`config.mk`:
```
export PLATFORM = sky130hd
export DESIGN_NAME = dvi_timing_ctrl
export DESIGN_NICKNAME = d
export VERILOG_FILES = /design/src/rtl/dvi_timing_ctrl.sv
export SDC_FILE = /design/constraint.sdc
export NUM_CORES = 1
export LEC_CHECK = 0
export CORE_ASPECT_RATIO = 2
export CORE_UTILIZATION = 60
export DETAILED_ROUTE_END_ITERATION = 10
export PLACE_DENSITY = 0.79
export SLEW_MARGIN = 15
export SYNTH_ARGS = -nofsm -noshare
export SYNTH_HDL_FRONTEND = slang
export SYNTH_SLANG_ARGS = --single-unit
```
`constraint.sdc`:
```
create_clock -name pixclk -period 6.4 [get_ports pixclk]
set_input_delay 0.64 -clock pixclk [delete_from_list [all_inputs] [get_ports pixclk]]
set_output_delay 0.64 -clock pixclk [all_outputs]
set_load 0.05 [all_outputs]
```
`src/rtl/dvi_timing_ctrl.sv`:
```
// Programmable DVI timing generator; shadow timing registers commit atomically at frame end.
// Define DVI_TIMING_READBACK_EN to add the registered config read port (cfg_re / cfg_rdata).
module dvi_timing_ctrl #(
    parameter int unsigned CW              = 12,
    parameter bit          ENABLE_AT_RESET = 1'b1,
    parameter int unsigned H_ACT_RST       = 640,
    parameter int unsigned H_FP_RST        = 16,
    parameter int unsigned H_SY_RST        = 96,
    parameter int unsigned H_BP_RST        = 48,
    parameter int unsigned V_ACT_RST       = 480,
    parameter int unsigned V_FP_RST        = 10,
    parameter int unsigned V_SY_RST        = 2,
    parameter int unsigned V_BP_RST        = 33
) (
    input  logic          pixclk,
    input  logic          resetn,
    input  logic          cfg_we,
    input  logic [3:0]    cfg_addr,
    input  logic [CW-1:0] cfg_wdata,
`ifdef DVI_TIMING_READBACK_EN
    input  logic          cfg_re,
    output logic [CW-1:0] cfg_rdata,
`endif
    output logic          cfg_busy,
    output logic [CW-1:0] CounterX,
    output logic [CW-1:0] CounterY,
    output logic          DrawArea,
    output logic          hSync,
    output logic          vSync,
    output logic          line_start,
    output logic          frame_start
);

    localparam int unsigned TW = CW + 2;

    localparam logic [CW-1:0] RstVal [8] = '{
        CW'(H_ACT_RST), CW'(H_FP_RST), CW'(H_SY_RST), CW'(H_BP_RST),
        CW'(V_ACT_RST), CW'(V_FP_RST), CW'(V_SY_RST), CW'(V_BP_RST)
    };

    typedef enum logic [1:0] {
        StIdle  = 2'd0,
        StRun   = 2'd1,
        StDrain = 2'd2
    } state_e;

    state_e        state_q, state_d;
    logic [CW-1:0] shadow_q [8];
    logic [CW-1:0] shadow_d [8];
    logic [CW-1:0] active_q [8];
    logic [CW-1:0] active_d [8];
    logic          enable_q, enable_d;
    logic          hpol_q, hpol_d;
    logic          vpol_q, vpol_d;
    logic          pend_q, pend_d;
    logic [CW-1:0] h_q, h_d, v_q, v_d;

    logic          ctrl_wr, commit_wr, commit;
    logic          h_last, v_last, fe;
    logic [TW-1:0] hs_beg, hs_end, h_tot, vs_beg, vs_end, v_tot;
    logic          draw_d, hs_raw, vs_raw, hsync_d, vsync_d, ls_d, fs_d;

    function automatic logic [TW-1:0] ext(input logic [CW-1:0] x);
        return {2'b00, x};
    endfunction

    assign ctrl_wr   = cfg_we && (cfg_addr == 4'd8);
    assign commit_wr = ctrl_wr && cfg_wdata[3];

    // Totals are wider than the registers so large settings cannot wrap.
    assign hs_beg = ext(active_q[0]) + ext(active_q[1]);
    assign hs_end = hs_beg + ext(active_q[2]);
    assign h_tot  = hs_end + ext(active_q[3]);
    assign vs_beg = ext(active_q[4]) + ext(active_q[5]);
    assign vs_end = vs_beg + ext(active_q[6]);
    assign v_tot  = vs_end + ext(active_q[7]);

    assign h_last = (ext(h_q) == h_tot - TW'(1));
    assign v_last = (ext(v_q) == v_tot - TW'(1));
    assign fe     = h_last && v_last;

    assign commit   = (state_q == StIdle) ? pend_q : (fe && (pend_q || commit_wr));
    assign cfg_busy = pend_q;

    // Config registers; a shadow write in the commit cycle is carried into the active set.
    always_comb begin
        for (int i = 0; i < 8; i++) begin
            shadow_d[i] = shadow_q[i];
        end
        if (cfg_we && !cfg_addr[3]) begin
            shadow_d[cfg_addr[2:0]] = (cfg_wdata == '0) ? CW'(1) : cfg_wdata;
        end
        for (int i = 0; i < 8; i++) begin
            active_d[i] = commit ? shadow_d[i] : active_q[i];
        end
        enable_d = ctrl_wr ? cfg_wdata[0] : enable_q;
        hpol_d   = ctrl_wr ? cfg_wdata[1] : hpol_q;
        vpol_d   = ctrl_wr ? cfg_wdata[2] : vpol_q;
        pend_d   = commit ? 1'b0 : (pend_q || commit_wr);
    end

    always_comb begin
        h_d = h_q;
        v_d = v_q;
        if (state_q == StIdle) begin
            h_d = '0;
            v_d = '0;
        end else if (h_last) begin
            h_d = '0;
            v_d = v_last ? '0 : v_q + CW'(1);
        end else begin
            h_d = h_q + CW'(1);
        end
    end

    // State register
    always_ff @(posedge pixclk) begin
        if (!resetn) begin
            state_q <= ENABLE_AT_RESET ? StRun : StIdle;
        end else begin
            state_q <= state_d;
        end
    end

    // Next-state logic
    always_comb begin
        state_d = state_q;
        unique case (state_q)
            StIdle:  if (enable_q) state_d = StRun;
            StRun:   if (!enable_q) state_d = StDrain;
            StDrain: begin
                if (enable_q) begin
                    state_d = StRun;
                end else if (fe) begin
                    state_d = StIdle;
                end
            end
            default: state_d = StIdle;
        endcase
    end

    // Output logic, registered below
    always_comb begin
        draw_d = 1'b0;
        hs_raw = 1'b0;
        vs_raw = 1'b0;
        ls_d   = 1'b0;
        fs_d   = 1'b0;
        if (state_q != StIdle) begin
            draw_d = (h_q < active_q[0]) && (v_q < active_q[4]);
            hs_raw = (ext(h_q) >= hs_beg) && (ext(h_q) < hs_end);
            vs_raw = (ext(v_q) >= vs_beg) && (ext(v_q) < vs_end);
            ls_d   = (h_q == '0);
            fs_d   = (h_q == '0) && (v_q == '0);
        end
        hsync_d = hpol_q ? hs_raw : !hs_raw;
        vsync_d = vpol_q ? vs_raw : !vs_raw;
    end

    always_ff @(posedge pixclk) begin
        if (!resetn) begin
            for (int i = 0; i < 8; i++) begin
                shadow_q[i] <= RstVal[i];
                active_q[i] <= RstVal[i];
            end
            enable_q    <= ENABLE_AT_RESET;
            hpol_q      <= 1'b1;
            vpol_q      <= 1'b1;
            pend_q      <= 1'b0;
            h_q         <= '0;
            v_q         <= '0;
            CounterX    <= '0;
            CounterY    <= '0;
            DrawArea    <= 1'b0;
            hSync       <= 1'b0;
            vSync       <= 1'b0;
            line_start  <= 1'b0;
            frame_start <= 1'b0;
        end else begin
            for (int i = 0; i < 8; i++) begin
                shadow_q[i] <= shadow_d[i];
                active_q[i] <= active_d[i];
            end
            enable_q    <= enable_d;
            hpol_q      <= hpol_d;
            vpol_q      <= vpol_d;
            pend_q      <= pend_d;
            h_q         <= h_d;
            v_q         <= v_d;
            CounterX    <= h_q;
            CounterY    <= v_q;
            DrawArea    <= draw_d;
            hSync       <= hsync_d;
            vSync       <= vsync_d;
            line_start  <= ls_d;
            frame_start <= fs_d;
        end
    end

`ifdef DVI_TIMING_READBACK_EN
    logic [CW-1:0] rdata_d;

    always_comb begin
        rdata_d = '0;
        if (!cfg_addr[3]) begin
            rdata_d = active_q[cfg_addr[2:0]];
        end else if (cfg_addr == 4'd8) begin
            rdata_d = CW'({pend_q, state_q, vpol_q, hpol_q, enable_q});
        end
    end

    always_ff @(posedge pixclk) begin
        if (!resetn) begin
            cfg_rdata <= '0;
        end else if (cfg_re) begin
            cfg_rdata <= rdata_d;
        end
    end
`endif

endmodule
```
==> run_results.csv <==
group,metric,value,unit
final_layout,final_nets,1913,
timing,tightestPinTransition,1210,ps
clock_network,cts_root_buf,"clkbuf_16",
synthesis,synth_edf_count,0,
synthesis,yosysSeqAreaShare,0.334,
clock_network,clk_latency,540,ps
floorplanning,fp.dieH,226,um
clock_network,clk_pin_slew,70,ps
final_layout,design_area,0.0177,mm2
synthesis,yosysMostFrequentCell,"dfxtp_1",
detailed_routing,wl,43800,um
worst_setup_path,start_kind,"flip-flop",
clock_network,cts_hold_buf,0,
place,gp_congestion,0.937,
detailed_routing,viasPerCell,5.87,
synthesis,syn_nets,1822,
worst_setup_path,worstPathArrival,6680,ps
hold_path,hold_depth,1,
synthesis,synth-seq-cells,251,
timing,setup_tns,0,ps
pwr,leakage,7.89,nW
worst_setup_path,max_stage_delay,390,ps
final_layout,final_layout_size_suffix_gt1_frac,0.164,
floorplanning,core_area,0.0245,mm2
synthesis,synth_cell_types,66,
worst_setup_path,crit_start,"active_q[2][1]",
place,dp.cells,2005,
final_layout,multiInputGateArea,0.00965,mm2
floorplanning,initial_utilization,0.614,
place,io_buffers,48,
detailed_routing,drc,0,
final_layout,fin_util,0.722,
detailed_routing,ant_nets,0,
final_layout,fillCellCount,1829,
synthesis,ys.flop_type,"dfxtp_1",
detailed_routing,wl_per_cell,21.2,um
floorplanning,rows,81,
synthesis,netlist_instances,1631,
global_routing,grt.total_usage,0.331,
floorplanning,die_area,0.0258,mm2
pwr,p_per_area,173,mW/mm2
place,place_area,0.0161,mm2
worst_setup_path,r2r-end,"active_q[3][0]",
floorplanning,ios,49,
final_layout,regArea,0.00503,mm2
synthesis,synthTopCellsByCount,"dfxtp_1, ha_1, inv_1",
timing,holdWs,467,ps
place,place_ws,-208,ps
timing,layout_min_cycle_time,6250,ps
timing,fin_ws,151,ps
worst_setup_path,reg2reg_slack,150,ps
global_routing,grt_pass1_vias,12404,
worst_setup_path,criticalPathCategory,"flip-flop to flip-flop",
final_layout,instances_no_fill,2066,
clock_network,clock-sinks,251,
timing,maxSlewViolCount,0,
synthesis,synth_area_per_cell,9.23,um2
run_status,outcome,"finished, final reports clean",
hold_path,hp-class,"flip-flop to flip-flop",
timing,finalCritPeriodShare,0.976,
timing,skew,32.3,ps
global_routing,grt_max_degree,96,
clock_network,htreeDepth,1,
synthesis,yosys-top-cells-area,"dfxtp_1, ha_1, mux2i_1, mux2_2, and2_1",
hold_path,hp-start,"enable_q",
global_routing,grt_pass1_wl,64500,um
global_routing,antenna_found_initial,0,
clock_network,clockBufferDepth,3,
clock_network,cts-buffers-inserted,22,
floorplanning,die_w,114,um
detailed_routing,drt_iter0_drc,596,
job,maxCapViolCount,0,
synthesis,synthDominantCellAreaShare,0.334,
timing,finalHoldViolCount,0,
pwr,vdd_drop_max,0.000251,V
timing,slew_headroom,0.193,
synthesis,syn_area,0.0151,mm2
pwr,p_total,3.06,mW
synthesis,synth_top_cell_by_area,"dfxtp_1",
place,dp_hpwl,30700,um
worst_setup_path,reg2reg_from,"active_q[2][1]",
final_layout,syn2layout_area_growth,17.5,%
synthesis,async_reset_ff_frac,0,
final_layout,diodes,0,
worst_setup_path,critPathSlowestCell,"a2111oi_2",
worst_setup_path,reg2reg_depth,28,
clock_network,cts_tree,"done",
timing,finalSetupViolCount,0,
worst_setup_path,cp_max_fo,8,
detailed_routing,drtPass1Iterations,4,
hold_path,whs_endpoint,"state_q[1]",
worst_setup_path,cp.required,6830,ps
timing,max_freq,0.160,GHz
global_routing,overflow,0,
synthesis,yosys_warnings,0,
worst_setup_path,critPathCaptureType,"flip-flop",
detailed_routing,vias,12132,
==> placed cells by master (no fill, tap or decap), types with 36 or more instances in the layout <==
| cell type | count |
|---|---|
| and2_1 | 110 |
| dfxtp_1 | 247 |
| clkdlybuf4s50_1 | 47 |
| a21o_1 | 36 |
| nor2_1 | 63 |
| mux2_2 | 52 |
| o21ai_0 | 36 |
| a21oi_1 | 47 |
| mux2i_1 | 80 |
| xnor2_1 | 55 |
| nand2_1 | 96 |
| inv_1 | 140 |
| ha_1 | 158 |
| buf_4 | 71 |
| nor2b_1 | 79 |
==> kinds of logic (layout without fill, tap and decap cells) <==
logic type,Yosys count,after routing,share of synthesized area
adder cells (fa/ha/maj),174,174,0.147
XOR/XNOR,99,99,0.0576
multiplexers,176,176,0.125
buffers and inverters,214,315,0.0596
AO/OA/AOI/OAI,233,235,0.103
AND/OR/NAND/NOR,484,484,0.174
flip-flops,251,251,0.334
==> sequential cells by signal, indices dropped and copies added, names as in the netlist, 2 cells and up <==
register / flops
state_q: 2
v_q: 12
CounterY: 12
CounterX: 12
h_q: 12
active_q: 96
shadow_q: 96
==> final cells by class <==
class                           count  share of cell area
Clock buffer                       23              0.0319
Clock inverter                     13             0.00792
Inverter                          143              0.0303
Multi-Input combinational cell   1168               0.545
Sequential cell                   251               0.284
Tap cell                          332              0.0235
Timing Repair Buffer              136              0.0770
==> layer usage <==
metal | vias to the layer above | GRT usage | wire, um
met5 | - | 0 | 0
met3 | 254 | 0.0341 | 1600
met1 | 5755 | 0.290 | 14200
met2 | 396 | 0.605 | 22500
li1 | 5727 | - | -
met4 | 0 | 0.375 | 5520
==> worst max-delay path, delay by kind of cell (launching register included) <==
| kind | cells | cell delay, ps |
|---|---|---|
| AOI/OAI and AO/OA | 11 | 2340 |
| adders and majority gates | 4 | 1130 |
| and+or+nand+nor | 6 | 930 |
| xor gates and xnor gates | 3 | 550 |
| buffers and inverters | 3 | 510 |
| DFF | 1 | 350 |
| muxes | 1 | 310 |
==> where the power goes <==
group	leakage [nW]	switching (mW)	internal (mW)
combinational	5.52	0.0924	0.0509
sequential	2.03	0.00984	1.57
clock	0.339	0.630	0.699
total	7.89	0.733	2.32
==> timing repair <==
action	4_1_cts	5_1_grt
gates resized for setup	23	108
endpoints found under the setup margin	96	110
pin swaps	8	38
setup buffers	8	9
cloned	3	6
==> worst max path at each step <==
| stage | end | slack [ps] | cells after the start |
|---|---|---|---|
| after floorplan | active_q[1][17] | 550 | 30 |
| after global placement | active_q[3][4] | -60 | 29 |
| after detailed placement | active_q[0][20] | -210 | 29 |
| after CTS | active_q[0][13] | 4 | 31 |
| after global routing | active_q[3][0] | -200 | 30 |
| final | active_q[3][0] | 150 | 28 |
Power figures use the tool's default switching activity.
